--- src/rtl/reg5_write_arbiter_pkg.sv ---
// Shared types and constants for the Register5biten write arbiter.
package reg_arb_pkg;
    typedef enum logic [1:0] {
        IDLE   = 2'd0,
        WRITE  = 2'd1,
        VERIFY = 2'd2
    } arb_state_t;

    localparam int REG_WIDTH = 5;
endpackage

--- src/rtl/reg5_write_arbiter_if.sv ---
// Requester-side handshake and register-side bus of the write arbiter.
interface reg5_write_arbiter_if
    import reg_arb_pkg::*;
#(
    parameter int N_REQ = 4,
    parameter int WIDTH = REG_WIDTH
);
    logic [N_REQ-1:0]       req;
    logic [N_REQ*WIDTH-1:0] wdata;
    logic [N_REQ-1:0]       gnt;
    logic [N_REQ-1:0]       ack;
    logic                   err;
    logic                   busy;
    logic                   reg_write_en;
    logic [WIDTH-1:0]       reg_data_in;
    logic [WIDTH-1:0]       reg_data_out;

    modport master (
        output req, wdata, reg_data_out,
        input  gnt, ack, err, busy, reg_write_en, reg_data_in
    );

    modport slave (
        input  req, wdata, reg_data_out,
        output gnt, ack, err, busy, reg_write_en, reg_data_in
    );
endinterface

--- src/rtl/reg5_write_arbiter_rr_pick.sv ---
// Combinational round-robin selector: first set req bit at or after ptr, wrapping.
module rr_pick #(
    parameter int N_REQ = 4,
    parameter int IDX_W = 2
) (
    input  logic [N_REQ-1:0] req,
    input  logic [IDX_W-1:0] ptr,
    output logic [IDX_W-1:0] win_idx,
    output logic             valid
);
    int idx;

    always_comb begin
        valid   = 1'b0;
        win_idx = '0;
        idx     = 0;
        for (int off = 0; off < N_REQ; off++) begin
            idx = (int'(ptr) + off) % N_REQ;
            if (!valid && req[IDX_W'(idx)]) begin
                valid   = 1'b1;
                win_idx = IDX_W'(idx);
            end
        end
    end
endmodule

--- src/rtl/reg5_write_arbiter.sv ---
// Round-robin write arbiter: one grant at a time, single write_en pulse, read-back verify.
module reg5_write_arbiter
    import reg_arb_pkg::*;
#(
    parameter int N_REQ = 4,
    parameter int WIDTH = REG_WIDTH
) (
    input  logic                 clk,
    input  logic                 rst,
    reg5_write_arbiter_if.slave  bus
);
    localparam int IDX_W = (N_REQ > 1) ? $clog2(N_REQ) : 1;

    arb_state_t       state_q, state_d;
    logic [IDX_W-1:0] ptr_q, ptr_d;
    logic [IDX_W-1:0] win_q, win_d;
    logic [WIDTH-1:0] data_q, data_d;
    logic [N_REQ-1:0] gnt_q, gnt_d;

    logic [IDX_W-1:0] pick_idx;
    logic             pick_valid;
    logic [WIDTH-1:0] wdata_arr [N_REQ];

    function automatic logic [N_REQ-1:0] onehot(input logic [IDX_W-1:0] i);
        return {{(N_REQ-1){1'b0}}, 1'b1} << i;
    endfunction

    for (genvar g = 0; g < N_REQ; g++) begin : g_unpack
        assign wdata_arr[g] = bus.wdata[g*WIDTH +: WIDTH];
    end

    rr_pick #(
        .N_REQ (N_REQ),
        .IDX_W (IDX_W)
    ) u_rr_pick (
        .req     (bus.req),
        .ptr     (ptr_q),
        .win_idx (pick_idx),
        .valid   (pick_valid)
    );

    always_ff @(posedge clk) begin
        if (rst) begin
            state_q <= IDLE;
            ptr_q   <= '0;
            win_q   <= '0;
            data_q  <= '0;
            gnt_q   <= '0;
        end else begin
            state_q <= state_d;
            ptr_q   <= ptr_d;
            win_q   <= win_d;
            data_q  <= data_d;
            gnt_q   <= gnt_d;
        end
    end

    always_comb begin
        state_d = state_q;
        ptr_d   = ptr_q;
        win_d   = win_q;
        data_d  = data_q;
        gnt_d   = gnt_q;
        case (state_q)
            IDLE: begin
                // wdata is captured here only; later changes cannot affect the write
                if (pick_valid) begin
                    win_d   = pick_idx;
                    data_d  = wdata_arr[pick_idx];
                    gnt_d   = onehot(pick_idx);
                    state_d = WRITE;
                end
            end
            WRITE: begin
                ptr_d   = (win_q == IDX_W'(N_REQ-1)) ? '0 : win_q + 1'b1;
                state_d = VERIFY;
            end
            VERIFY: begin
                gnt_d   = '0;
                state_d = IDLE;
            end
            default: state_d = IDLE;
        endcase
    end

    assign bus.gnt          = gnt_q;
    assign bus.busy         = (state_q != IDLE);
    assign bus.reg_write_en = (state_q == WRITE);
    assign bus.reg_data_in  = (state_q == WRITE) ? data_q : '0;
    assign bus.ack          = (state_q == VERIFY) ? onehot(win_q) : '0;
    assign bus.err          = (state_q == VERIFY) && (bus.reg_data_out != data_q);
endmodule

--- src/flat_wrapper.sv ---
// flat-port wrapper written by rule: the top's interface ports become plain ports
module reg5_write_arbiter_flat import reg_arb_pkg::*;
#(
    parameter int N_REQ = 4,
    parameter int WIDTH = REG_WIDTH
)
  (clk, rst, bus_req, bus_wdata, bus_reg_data_out, bus_gnt, bus_ack, bus_err, bus_busy, bus_reg_write_en, bus_reg_data_in);
  reg5_write_arbiter_if #(.N_REQ(N_REQ), .WIDTH(WIDTH)) bus_i ();
  input  logic clk;
  input  logic rst;
  input wire logic [$bits(bus_i.req)-1:0] bus_req;
  input wire logic [$bits(bus_i.wdata)-1:0] bus_wdata;
  input wire logic [$bits(bus_i.reg_data_out)-1:0] bus_reg_data_out;
  output wire logic [$bits(bus_i.gnt)-1:0] bus_gnt;
  output wire logic [$bits(bus_i.ack)-1:0] bus_ack;
  output wire logic [$bits(bus_i.err)-1:0] bus_err;
  output wire logic [$bits(bus_i.busy)-1:0] bus_busy;
  output wire logic [$bits(bus_i.reg_write_en)-1:0] bus_reg_write_en;
  output wire logic [$bits(bus_i.reg_data_in)-1:0] bus_reg_data_in;
  assign bus_i.req = bus_req;
  assign bus_i.wdata = bus_wdata;
  assign bus_i.reg_data_out = bus_reg_data_out;
  assign bus_gnt = bus_i.gnt;
  assign bus_ack = bus_i.ack;
  assign bus_err = bus_i.err;
  assign bus_busy = bus_i.busy;
  assign bus_reg_write_en = bus_i.reg_write_en;
  assign bus_reg_data_in = bus_i.reg_data_in;
  reg5_write_arbiter #(.N_REQ(N_REQ), .WIDTH(WIDTH)) u_core (.clk(clk), .rst(rst), .bus(bus_i));
endmodule
--- config.mk ---
export PLATFORM = sky130hd
export DESIGN_NAME = reg5_write_arbiter_flat
export DESIGN_NICKNAME = d
export VERILOG_FILES = /design/src/rtl/reg5_write_arbiter_pkg.sv /design/src/rtl/reg5_write_arbiter_if.sv /design/src/rtl/reg5_write_arbiter_rr_pick.sv /design/src/rtl/reg5_write_arbiter.sv /design/src/flat_wrapper.sv
export SDC_FILE = /design/constraint.sdc
export NUM_CORES = 1
export LEC_CHECK = 0
export CAP_MARGIN = 5
export CORE_AREA = 3 3 46 48
export CTS_CLUSTER_DIAMETER = 100
export DETAILED_ROUTE_END_ITERATION = 10
export DIE_AREA = 0 0 49 51
export DONT_BUFFER_PORTS = 1
export PLACE_DENSITY = 0.77
export SLEW_MARGIN = 20
export SYNTH_ARGS = -nofsm -noshare
export SYNTH_HDL_FRONTEND = slang
export SYNTH_SLANG_ARGS = --single-unit
--- constraint.sdc ---
create_clock -name clk -period 1.6 [get_ports clk]
set_input_delay 0.16 -clock clk [delete_from_list [all_inputs] [get_ports clk]]
set_output_delay 0.16 -clock clk [all_outputs]
set_load 0.005 [all_outputs]
Word level (Yosys, flattened, before mapping) --
Index checks and enable logic that the tools add are counted.
Storage, ports and cells: flip-flop bits (word level) 15, input port bits 31, output and inout port bits 16, word-level logic and storage cells 64
Operators by class: add/subtract/negate cells 4, order comparisons 5, equal/unequal tests 5, shifts and indexed selects 2, mux-type cells 30, bitwise logic cells 1, reductions and logical operators 12
Operators by type and width (count):
- 2-bit by 4-bit less-than comparator with 1-bit output (second input constant) | 4
- 5-bit two-way mux | 3
- 1-bit two-way mux | 12
- 2-bit two-way mux | 6
- 5-bit binary-select mux with 2-bit select | 1
- 1-bit binary-select mux with 2-bit select | 4
- 4-bit two-way mux | 2
- 4-bit one-hot mux with 2 select lines | 1
- 1-bit by 2-bit left shift with 4-bit output (first input constant) | 2
- 5-bit != test | 1
- 2-bit by 1-bit adder with 2-bit output (second input constant) | 2
- 2-bit adder (second input constant) | 2
- 2-bit == test (second input constant) | 2
- 1-bit logical AND | 4
- 2-bit one-hot mux with 2 select lines | 1
- 2-bit AND reduction | 2
- 2-bit nonzero test | 2
- 3-bit >= comparator (second input constant) | 1
- 1-bit zero test | 3
- 2-bit NOT with 3-bit output | 1
- 2-bit by 1-bit == test with 1-bit output (second input constant) | 1
- 2-bit zero test | 1
- 2-bit by 1-bit != test with 1-bit output (second input constant) | 1

Logic depth before layout (Yosys ltp) --
Gate-level depths: netlist of run 1.
depth after elaboration 17, depth in mapped cells 7, mapped depth without buffers 5

Hierarchy --
From an unflattened synthesis of run 1, not the netlist that was laid out.
Unflattened totals: cells, all modules 108, area, all modules 925.9 µm²
By module, submodules not included:
- reg5_write_arbiter | instances 1, cells each 93, area an instance 848.3 µm², sequential area each 300.3 µm²
- rr_pick | instances 1, cells each 15, area an instance 77.6 µm², sequential area each 0.0 µm²

Worst setup path before layout of run 1 --
OpenSTA, ideal clock, no wires.
path kind register to register, from register u_core.ptr_q[0], to register u_core.gnt_q[3] (netlist: u_core.bus.gnt[3]), arrival time 1.351 ns, path slack 0.184 ns, cell stages (with the launch flop) 8, clock period less this slack 1.416 ns, cells stage by stage dfxtp_1 nand2b_2 a21oi_1 a211o_1 buf_6 buf_12 o31ai_2 nor2b_1
On the way: word-level cells in the longest chain between the ends 16, elaborated cells between the ends (all ways) 34, classes of those cells add/sub (3); eq/ne (1); shift (1); mux (22); reduce/logical (7)
Ends and longest elaborated chain:
- start: declaration | RTL line reg5_write_arbiter.sv:15 | logic [IDX_W-1:0] ptr_q, ptr_d;
- start signal: assignment | RTL line reg5_write_arbiter.sv:51 | ptr_q <= ptr_d;
- branches (longest 16 deep; another with 2-bit by 1-bit adder with 2-bit output)
- end signal: assignment | RTL line reg5_write_arbiter.sv:54 | gnt_q <= gnt_d;
- end: declaration | RTL line reg5_write_arbiter.sv:18 | logic [N_REQ-1:0] gnt_q, gnt_d;
Several ways; the timed one is not identified. The select of a mux whose other input is x is not followed. A chain may end at the register's enable or synchronous reset.

Final worst setup path of run 1 --
from register u_core.ptr_q[0], to register u_core.gnt_q[1] (netlist: u_core.bus.gnt[1])
Same word-level chain as after synthesis.

==> impl_metrics.yaml, run 1 <==
outcome:
  status: "finished, final reports clean"
route:
  vias_per_cell: 5.86
  wl_per_cell_um: 16.1
  drc: 0
  dr.pass1.iters: 4
  drtIter0Drc: 21
  wl_mm: 2.28
  dr_total_vias: 832
  antenna_left: 0
timing:
  postLayoutSetupSlackWorst_ns: 0.0752
  period_needed_ns: 1.52
  hold_viol: 0
  final.setup_skew_ns: 0.00201
  setup_viol: 0
  rsz0062_at_grt: "false"
  fmax_mhz: 656
  timing.final.crit_share_pct: 95.3
  report.final.slew_viol_count: 0
  maxSlewHeadroom_pct: 68.2
  tightest_slew_ns: 0.473
setup_path:
  crit_path_frequent_cell: "a21oi_1"
  crit_path_max_fanout: 4
  cpLargestDelayFamily: "simple AND/OR/NAND/NOR gates"
  critPathSlowestCell: "dfxtp_2"
  worstSetupPathType: "reg -> reg"
  cp.arrival_ns: 1.75
  reg2reg_slack_ns: 0.08
  cp.required_ns: 1.83
  cp_num_buf_inv: 1
  cp-end-kind: "flop"
  crit_path_max_incr_delay_ns: 0.37
  start_kind: "flop"
  worstPathCellList: "nand2b_2, a21oi_1, a211o_1, buf_4, or3_1, a21oi_1"
yosys:
  syn_area_per_cell_um2: 8.89
  synth_top_area_share_pct: 30.7
  synthArstFlopShare_pct: 0
  yosysWarnings: 0
  seq_area_frac_synth_pct: 30.7
  synth_nets: 145
  netlist_area_um2: 978
  synth-seq-cells: 15
  syn_inst: 110
  synth_edf_count: 0
  yosys.area.top_type: "dfxtp_1"
  ys_types: 32
  ys.flop_type: "dfxtp_1"
  synth_area_leaders: "dfxtp_1 (31%), mux2i_1 (10%), and2_1 (5.8%)"
place:
  place_ws_ns: -0.00270
  io_buffer_count: 0
  dp_hpwl_mm: 1.77
  place.gp.congestion: 0.786
clock_tree:
  cts_buffer_depth: 2
  cts-buffers-inserted: 3
  cts_num_sinks: 15
  clk_pin_slew_ns: 0.10
  clock_latency_ns: 0.29
  htree_levels: 1
  tritoncts: "done"
  root_buffer: "clkbuf_4"
layout:
  syn_to_final_growth_pct: 7.67
  final_common_cell: "dfxtp_1"
  diodes: 0
  nets: 153
  fillers: 165
  fin_util_pct: 60.4
  layout_common_cells: "dfxtp_1 (14), mux2i_1 (10), and2_1 (9), a21oi_1 (9)"
  drive_above_1_share_pct: 17.9
grt:
  antenna_found_initial: 0
  grt_pass1_wl_mm: 3.80
  grt_max_degree: 11
  grt_pass1_vias: 853
  grt.total_usage_pct: 19.4
  overflow: 0
power:
  leakagePower_nw: 0.460
  p_total_w: 0.000947
  p_per_area_mw_per_mm2: 899
  max-vdd-ir-drop_v: 0.000472
min_path:
  hp-class: "in -> reg"
floorplan:
  rows: 15
  ios: 47
  dieArea_mm2: 0.00250
  die-height_um: 51
  die_w_um: 49
  coreArea_mm2: 0.00175
  initial_core_util_pct: 56.1
run:
  max_cap_viol_count: 0
==> cell families after synthesis <==
kind of cell,synth area share [%]
simple gates,26.5
compound gates,14.1
flops,30.7
mux,11.8
buf+inv,7.42
xor+xnor,4.48
fa+ha+maj,5.12
==> timing repair <==
item                                    CTS  global route
hold endpoints to repair                 10             0
gates resized for setup                   0             4
hold buffers                              1             0
buffers inserted                          2             0
pin swaps                                 1             0
endpoints found under the setup margin    1             6
==> worst paths after layout <==
check / start / endpoint / cells past startpoint
min: bus_wdata[19] / u_core.data_q[4]$_SDFFE_PP0P_ / 2
max reg2reg: u_core.ptr_q[0]$_SDFFE_PP0P_ / u_core.bus.gnt[1]$_SDFFE_PP0P_ / 6
min reg2reg: u_core.bus.gnt[0]$_SDFFE_PP0P_ / u_core.bus.gnt[0]$_SDFFE_PP0P_ / 2
max: u_core.ptr_q[0]$_SDFFE_PP0P_ / u_core.bus.gnt[1]$_SDFFE_PP0P_ / 6
==> state kept, by name (all words and copies together), names as in the netlist <==
signal          cells
u_core.bus.gnt      4
u_core.data_q       5
u_core.ptr_q        2
u_core.state_q      2
u_core.win_q        2
==> per-layer routing <==
layer / share of wire, % / up-vias / GRT usage, %
li1: - / 402 / -
met1: 39 / 395 / 19.4
met2: 52 / 31 / 36.9
met3: 7.0 / 4 / 5.83
met4: 1.5 / 0 / 8.53
met5: 0 / - / 0
==> cells in the mapped netlist, drive strengths merged (2+ instances only) <==
master / n
nand2b: 3
and2: 9
a21oi: 9
xnor2: 2
nand3: 6
inv: 6
nand3b: 5
nor3: 3
o221ai: 5
a31oi: 2
or3: 2
buf: 4
dfxtp: 15
nand2: 6
nor2b: 2
ha: 4
mux2i: 10
nor2: 6
xor2: 3
==> cell type report <==
type	count	area, um2	share of cell area, %
clock inverter	1	5.00	0.475
timing repair buffer	7	55.1	5.23
multi-input combinational	85	616	58.4
inverter	6	22.5	2.14
sequential	15	302	28.6
clock buffer	3	22.5	2.14
tap	25	31.3	2.97
==> stage by stage <==
| step | setup TNS (ns) | area (um2) | hold WS, ns | instances |
|---|---|---|---|---|
| after floorplan | 0 | 978 | 0.239 | 110 |
| after global placement | 0 | 990 | 0.232 | 135 |
| after detailed placement | -0.00270 | 990 | 0.233 | 135 |
| after CTS | 0 | 1040 | 0.0733 | 142 |
| after global routing | 0 | 1050 | 0.0878 | 142 |
| final | 0 | 1050 | 0.0731 | 142 |
==> power by group <==
part | switching (W) | internal, W | total (W) | leakage [nW]
logic | 0.000138 | 0.000131 | 0.000269 | 0.319
registers | 0.0000342 | 0.000414 | 0.000448 | 0.124
clock network | 0.000137 | 0.0000931 | 0.000230 | 0.0177
(Power assumes the default switching activity.)
==> run 2: changes to the inputs <==
CORE_AREA = 3 3 45 47   (was 3 3 46 48)
DIE_AREA = 0 0 48 50   (was 0 0 49 51)
PLACE_DENSITY = 0.8   (was 0.77)
==> impl_metrics.yaml, run 2 (synthesized netlist as in run 1, its figures left out) <==
outcome:
  status: "finished, final reports clean"
route:
  vias_per_cell: 6.33
  dr.pass1.iters: 5
  antenna_left: 0
  dr_total_vias: 836
  wl_per_cell_um: 17.2
  wl_mm: 2.27
  drtIter0Drc: 9
  drc: 0
clock_tree:
  root_buffer: "clkbuf_4"
  cts-buffers-inserted: 3
  cts_buffer_depth: 2
  clock_latency_ns: 0.29
  cts_num_sinks: 15
  tritoncts: "done"
  postCtsSetupRepairBufs: 0
  htree_levels: 1
  clk_pin_slew_ns: 0.10
timing:
  final.setup_skew_ns: 0.00660
  maxSlewHeadroom_pct: 71.0
  hold-worst-slack_ns: 0.0779
  timing.final.crit_share_pct: 99.1
  report.final.slew_viol_count: 0
  hold_viol: 0
  fmax_mhz: 630
  period_needed_ns: 1.59
  setup_viol: 0
  postLayoutSetupSlackWorst_ns: 0.0137
  fin_tns_setup_ns: 0
  tightest_slew_ns: 0.432
setup_path:
  start_kind: "flop"
  worstSetupPathType: "reg -> reg"
  crit_path_max_fanout: 5
  cp.required_ns: 1.82
  cp-end-kind: "flop"
  reg2reg_slack_ns: 0.01
  worstPathCellList: "a21oi_1, nor3b_1, or3_2, o31ai_2, nor2b_1"
  crit_path_max_incr_delay_ns: 0.53
  cp.arrival_ns: 1.81
  critPathSlowestCell: "or3_2"
grt:
  grt.total_usage_pct: 20.4
  overflow: 0
  antenna_found_initial: 0
  grt_max_degree: 11
  grt_pass1_wl_mm: 3.51
  grt_pass1_vias: 788
place:
  post-place-cells: 127
  place_ws_ns: 0.0480
  io_buffer_count: 0
  dp_hpwl_mm: 1.79
  place.gp.congestion: 0.769
min_path:
  hp-class: "in -> reg"
run:
  max_cap_viol_count: 0
power:
  leakagePower_nw: 0.457
  p_per_area_mw_per_mm2: 900
  p_total_w: 0.000970
  max-vdd-ir-drop_v: 0.000408
floorplan:
  coreArea_mm2: 0.00169
  ios: 47
  rows: 15
  die_w_um: 48
  die-height_um: 50
  initial_core_util_pct: 57.9
  dieArea_mm2: 0.00240
layout:
  nets: 151
  diodes: 0
  layout_common_cells: "dfxtp_1 (13), and2_1 (9), mux2i_1 (8), a21oi_1 (8)"
  final_cell_count_no_fill: 132
  drive_above_1_share_pct: 21.7
  largest_reg_flops: 5
  syn_to_final_growth_pct: 10.1
  final_common_cell: "dfxtp_1"
  top_register: "u_core.data_q"
run 2: worst paths after layout:
check | start | to | cells after the start
worst min register to register | u_core.bus.gnt[1]$_SDFFE_PP0P_ | u_core.bus.gnt[1]$_SDFFE_PP0P_ | 2
worst max-delay path | u_core.ptr_q[1]$_SDFFE_PP0P_ | u_core.bus.gnt[3]$_SDFFE_PP0P_ | 5
worst min-delay path | bus_wdata[17] | u_core.data_q[2]$_SDFFE_PP0P_ | 2
worst max register to register | u_core.ptr_q[1]$_SDFFE_PP0P_ | u_core.bus.gnt[3]$_SDFFE_PP0P_ | 5
run 2: worst max-delay path, delay by kind of cell (launching register included):
kind	cells	cell delay (ns)
compound gates	2	0.36
simple gates	3	0.80
flops	1	0.36
run 2: timing repair:
action / in CTS / in global routing
hold endpoints to repair: 10 / 0
hold buffers: 1 / 0
resized for setup: 0 / 11
setup endpoints to repair: 0 / 6
run 2: area by class of cell:
type                            count  area, um2
Fill cell                         141        612
Inverter                            6       22.5
Clock buffer                        3       22.5
Timing Repair Buffer                5       52.6
Clock inverter                      1       5.00
Tap cell                           17       21.3
Sequential cell                    15        303
Multi-Input combinational cell     85        651
run 2: metal layers:
| layer | global-route usage (%) | wire length, um | vias up |
|---|---|---|---|
| met1 | 21.9 | 859 | 390 |
| met3 | 5.84 | 146 | 5 |
| met2 | 35.2 | 1230 | 40 |
| met4 | 8.52 | 34 | 0 |
| met5 | 0 | 0 | - |
| li1 | - | - | 401 |
run 2: report_power, final:
| group | leakage [nW] | switching, W | internal [W] |
|---|---|---|---|
| combinational | 0.315 | 0.000142 | 0.000143 |
| clock | 0.0177 | 0.000140 | 0.0000930 |
| sequential | 0.124 | 0.0000375 | 0.000414 |
run 2: stage by stage:
stage | instance area (um2) | utilization [%]
after floorplan | 978 | -
after global placement | 992 | 58.7
after detailed placement | 992 | 58.7
after CTS | 1030 | 61.0
after global routing | 1080 | 63.8
final | 1080 | 63.8
==> run 3: changes to the inputs <==
ABC_AREA = 1   (was unset)
CORE_AREA = 3 3 49 51   (was 3 3 45 47)
DIE_AREA = 0 0 52 54   (was 0 0 48 50)
PLACE_DENSITY = 0.84   (was 0.8)
==> impl_metrics.yaml, run 3 <==
clock_tree:
  cts_num_sinks: 15
  cts-buffers-inserted: 3
  cts_buffer_depth: 2
  clock_latency_ns: 0.27
  tritoncts: "done"
  htree_levels: 1
  root_buffer: "clkbuf_4"
  clk_pin_slew_ns: 0.09
setup_path:
  worstPathCellList: "buf_8, nand2_2, nand2_2, nand2_2, nand2_2, nand4_1, nand2_2, nor2_4, nand3_1, nand3_1, nor2_2, nor2_1"
  cp-end-kind: "flop"
  start_kind: "flop"
  cpLargestDelayFamily: "simple AND/OR/NAND/NOR gates"
  crit_path_frequent_cell: "nand2_2"
  cp.arrival_ns: 2.13
  path_depth: 12
  cp.required_ns: 1.77
  reg2regPathDepth: 12
  cp_num_buf_inv: 1
  crit_path_max_fanout: 8
  crit_path_max_incr_delay_ns: 0.40
  critPathSlowestCell: "dfxtp_4"
  worstSetupPathType: "reg -> reg"
run:
  max_cap_viol_count: 0
place:
  dp_hpwl_mm: 2.40
  post-place-cells: 232
  io_buffer_count: 0
  place.gp.congestion: 0.904
power:
  combPwrFrac_pct: 71.3
  p_switching_w: 0.00156
  swShare_pct: 53.1
  seqPwrFrac_pct: 21.6
  p_per_area_mw_per_mm2: 1780
  leakagePower_nw: 0.779
  power.clock.fraction_pct: 7.1
  p_total_w: 0.00295
  max-vdd-ir-drop_v: 0.00121
  p_int_w: 0.00138
route:
  vias_per_cell: 6.07
  wl_per_cell_um: 17.5
  antenna_left: 0
  dr.pass1.iters: 4
  wl_mm: 4.31
  drtIter0Drc: 77
  dr_total_vias: 1494
  drc: 0
grt:
  grt.total_usage_pct: 28.1
  grt_pass1_wl_mm: 5.95
  antenna_found_initial: 0
  grt_max_degree: 12
  overflow: 0
  grt_pass1_vias: 1370
layout:
  diodes: 0
  final_cell_count_no_fill: 246
  fillers: 124
  largest_reg_flops: 5
  top_register: "u_core.data_q"
  layout_common_cells: "nand2_1 (30), inv_1 (24), nand3_1 (23), nor2_1 (21), nand2_2 (19)"
  syn_to_final_growth_pct: 32.6
  final_common_cell: "nand2_1"
  nets: 255
  drive_above_1_share_pct: 37.0
yosys:
  synth_edf_count: 0
  synth_area_leaders: "dfxtp_1 (24%), nand2_1 (14%), nand3_1 (13%)"
  yosysMostFrequentCell: "nand2_1"
  yosys-top-cells-count: "nand2_1 (46), nand3_1 (32), inv_1 (26)"
  syn_area_per_cell_um2: 6.24
  ys.flop_type: "dfxtp_1"
  seq_area_frac_synth_pct: 24.0
  syn_inst: 200
  ys_types: 26
  yosysWarnings: 0
  yosys.area.top_type: "dfxtp_1"
  synth_nets: 235
  netlist_area_mm2: 0.00125
  synth_top_area_share_pct: 24.0
  synthArstFlopShare_pct: 0
  synth-seq-cells: 15
timing:
  fmax_mhz: 509
  report.final.slew_viol_count: 0
  rsz0062_at_grt: "true"
  period_needed_ns: 1.97
  setup_viol: 11
  hold_viol: 0
  final.setup_skew_ns: 0.00343
  postLayoutSetupSlackWorst_ns: -0.365
  timing.final.crit_share_pct: 123
  maxSlewHeadroom_pct: 79.7
  tightest_slew_ns: 0.304
  hold-worst-slack_ns: 0.122
floorplan:
  rows: 16
  dieArea_mm2: 0.00281
  initial_core_util_pct: 63.0
  die-height_um: 54
  coreArea_mm2: 0.00198
  die_w_um: 52
  ios: 47
min_path:
  hp-class: "in -> reg"
  hold_path_depth: 4
outcome:
  violations: "setup timing"
  status: "complete, but fails checks"
## run 3: path summary, 6_finish.rpt
path                                   from                             end  slack, ns
max reg2reg    u_core.ptr_q[0]$_SDFFE_PP0P_   u_core.data_q[0]$_SDFFE_PP0P_      -0.37
min                            bus_wdata[8]   u_core.data_q[3]$_SDFFE_PP0P_       0.12
min reg2reg  u_core.bus.gnt[2]$_SDFFE_PP0P_  u_core.bus.gnt[2]$_SDFFE_PP0P_       0.52
max            u_core.ptr_q[0]$_SDFFE_PP0P_   u_core.data_q[0]$_SDFFE_PP0P_      -0.37
## run 3: layout make-up
type	count	area (um2)	area share, %
sequential	15	305	18.4
multi-input combinational	152	1020	61.8
tap	27	33.8	2.04
inverter	31	126	7.63
timing repair buffer	17	141	8.54
clock buffer	4	26.3	1.59
## run 3: cells by family after synthesis
group                    share of synthesized area (%)
AO/OA/AOI/OAI                                     10.0
XOR/XNOR                                          1.40
adder cells (fa/ha/maj)                           4.01
buffers and inverters                             12.6
flip-flops                                        24.0
AND/OR/NAND/NOR                                   47.9
## run 3: worst reg2reg max path, delay by kind of cell, from the launching register on
family                 cells  cell delay, ns
buffers and inverters      1            0.15
AND/OR/NAND/NOR           11            1.31
flip-flops                 1            0.40
## run 3: routing by layer
metal | up-vias | wire length, um | GRT usage (%)
met2 | 109 | 2110 | 50.0
met5 | - | 0 | 0
li1 | 682 | - | -
met3 | 23 | 434 | 7.20
met1 | 680 | 1580 | 30.9
met4 | 0 | 196 | 14.0
## run 3: repair_timing
item,4_1_cts,5_1_grt
gates cloned,2,0
hold buffers,1,0
pin swaps,19,8
endpoints found under the hold margin,4,0
endpoints found under the setup margin,11,11
setup buffers,5,2
resized for setup,33,31
## run 3: power by group through the flow
stage | sequential, W | clock [W] | combinational [W]
after floorplan | 0.000588 | 0 | 0.00115
after CTS | 0.000623 | 0.000208 | 0.00171
final | 0.000635 | 0.000209 | 0.00210
after global routing | 0.000648 | 0.000222 | 0.00227
after global placement | 0.000612 | 0 | 0.00135
after detailed placement | 0.000620 | 0 | 0.00139
## run 3: per-stage QoR
| step | setup slack, ns | instance area (um2) | setup TNS [ns] | utilization (%) |
|---|---|---|---|---|
| 6_report | -0.365 | 1660 | -2.58 | 83.5 |
| 5_1_grt | -0.451 | 1660 | -3.47 | 83.5 |
| 4_1_cts | -0.109 | 1530 | -0.657 | 77.0 |
| 3_5_place_dp | -0.238 | 1310 | -1.91 | 66.0 |
| 3_3_place_gp | -0.146 | 1310 | -0.993 | 66.0 |
| 2_1_floorplan | 0.0419 | 1250 | 0 | - |
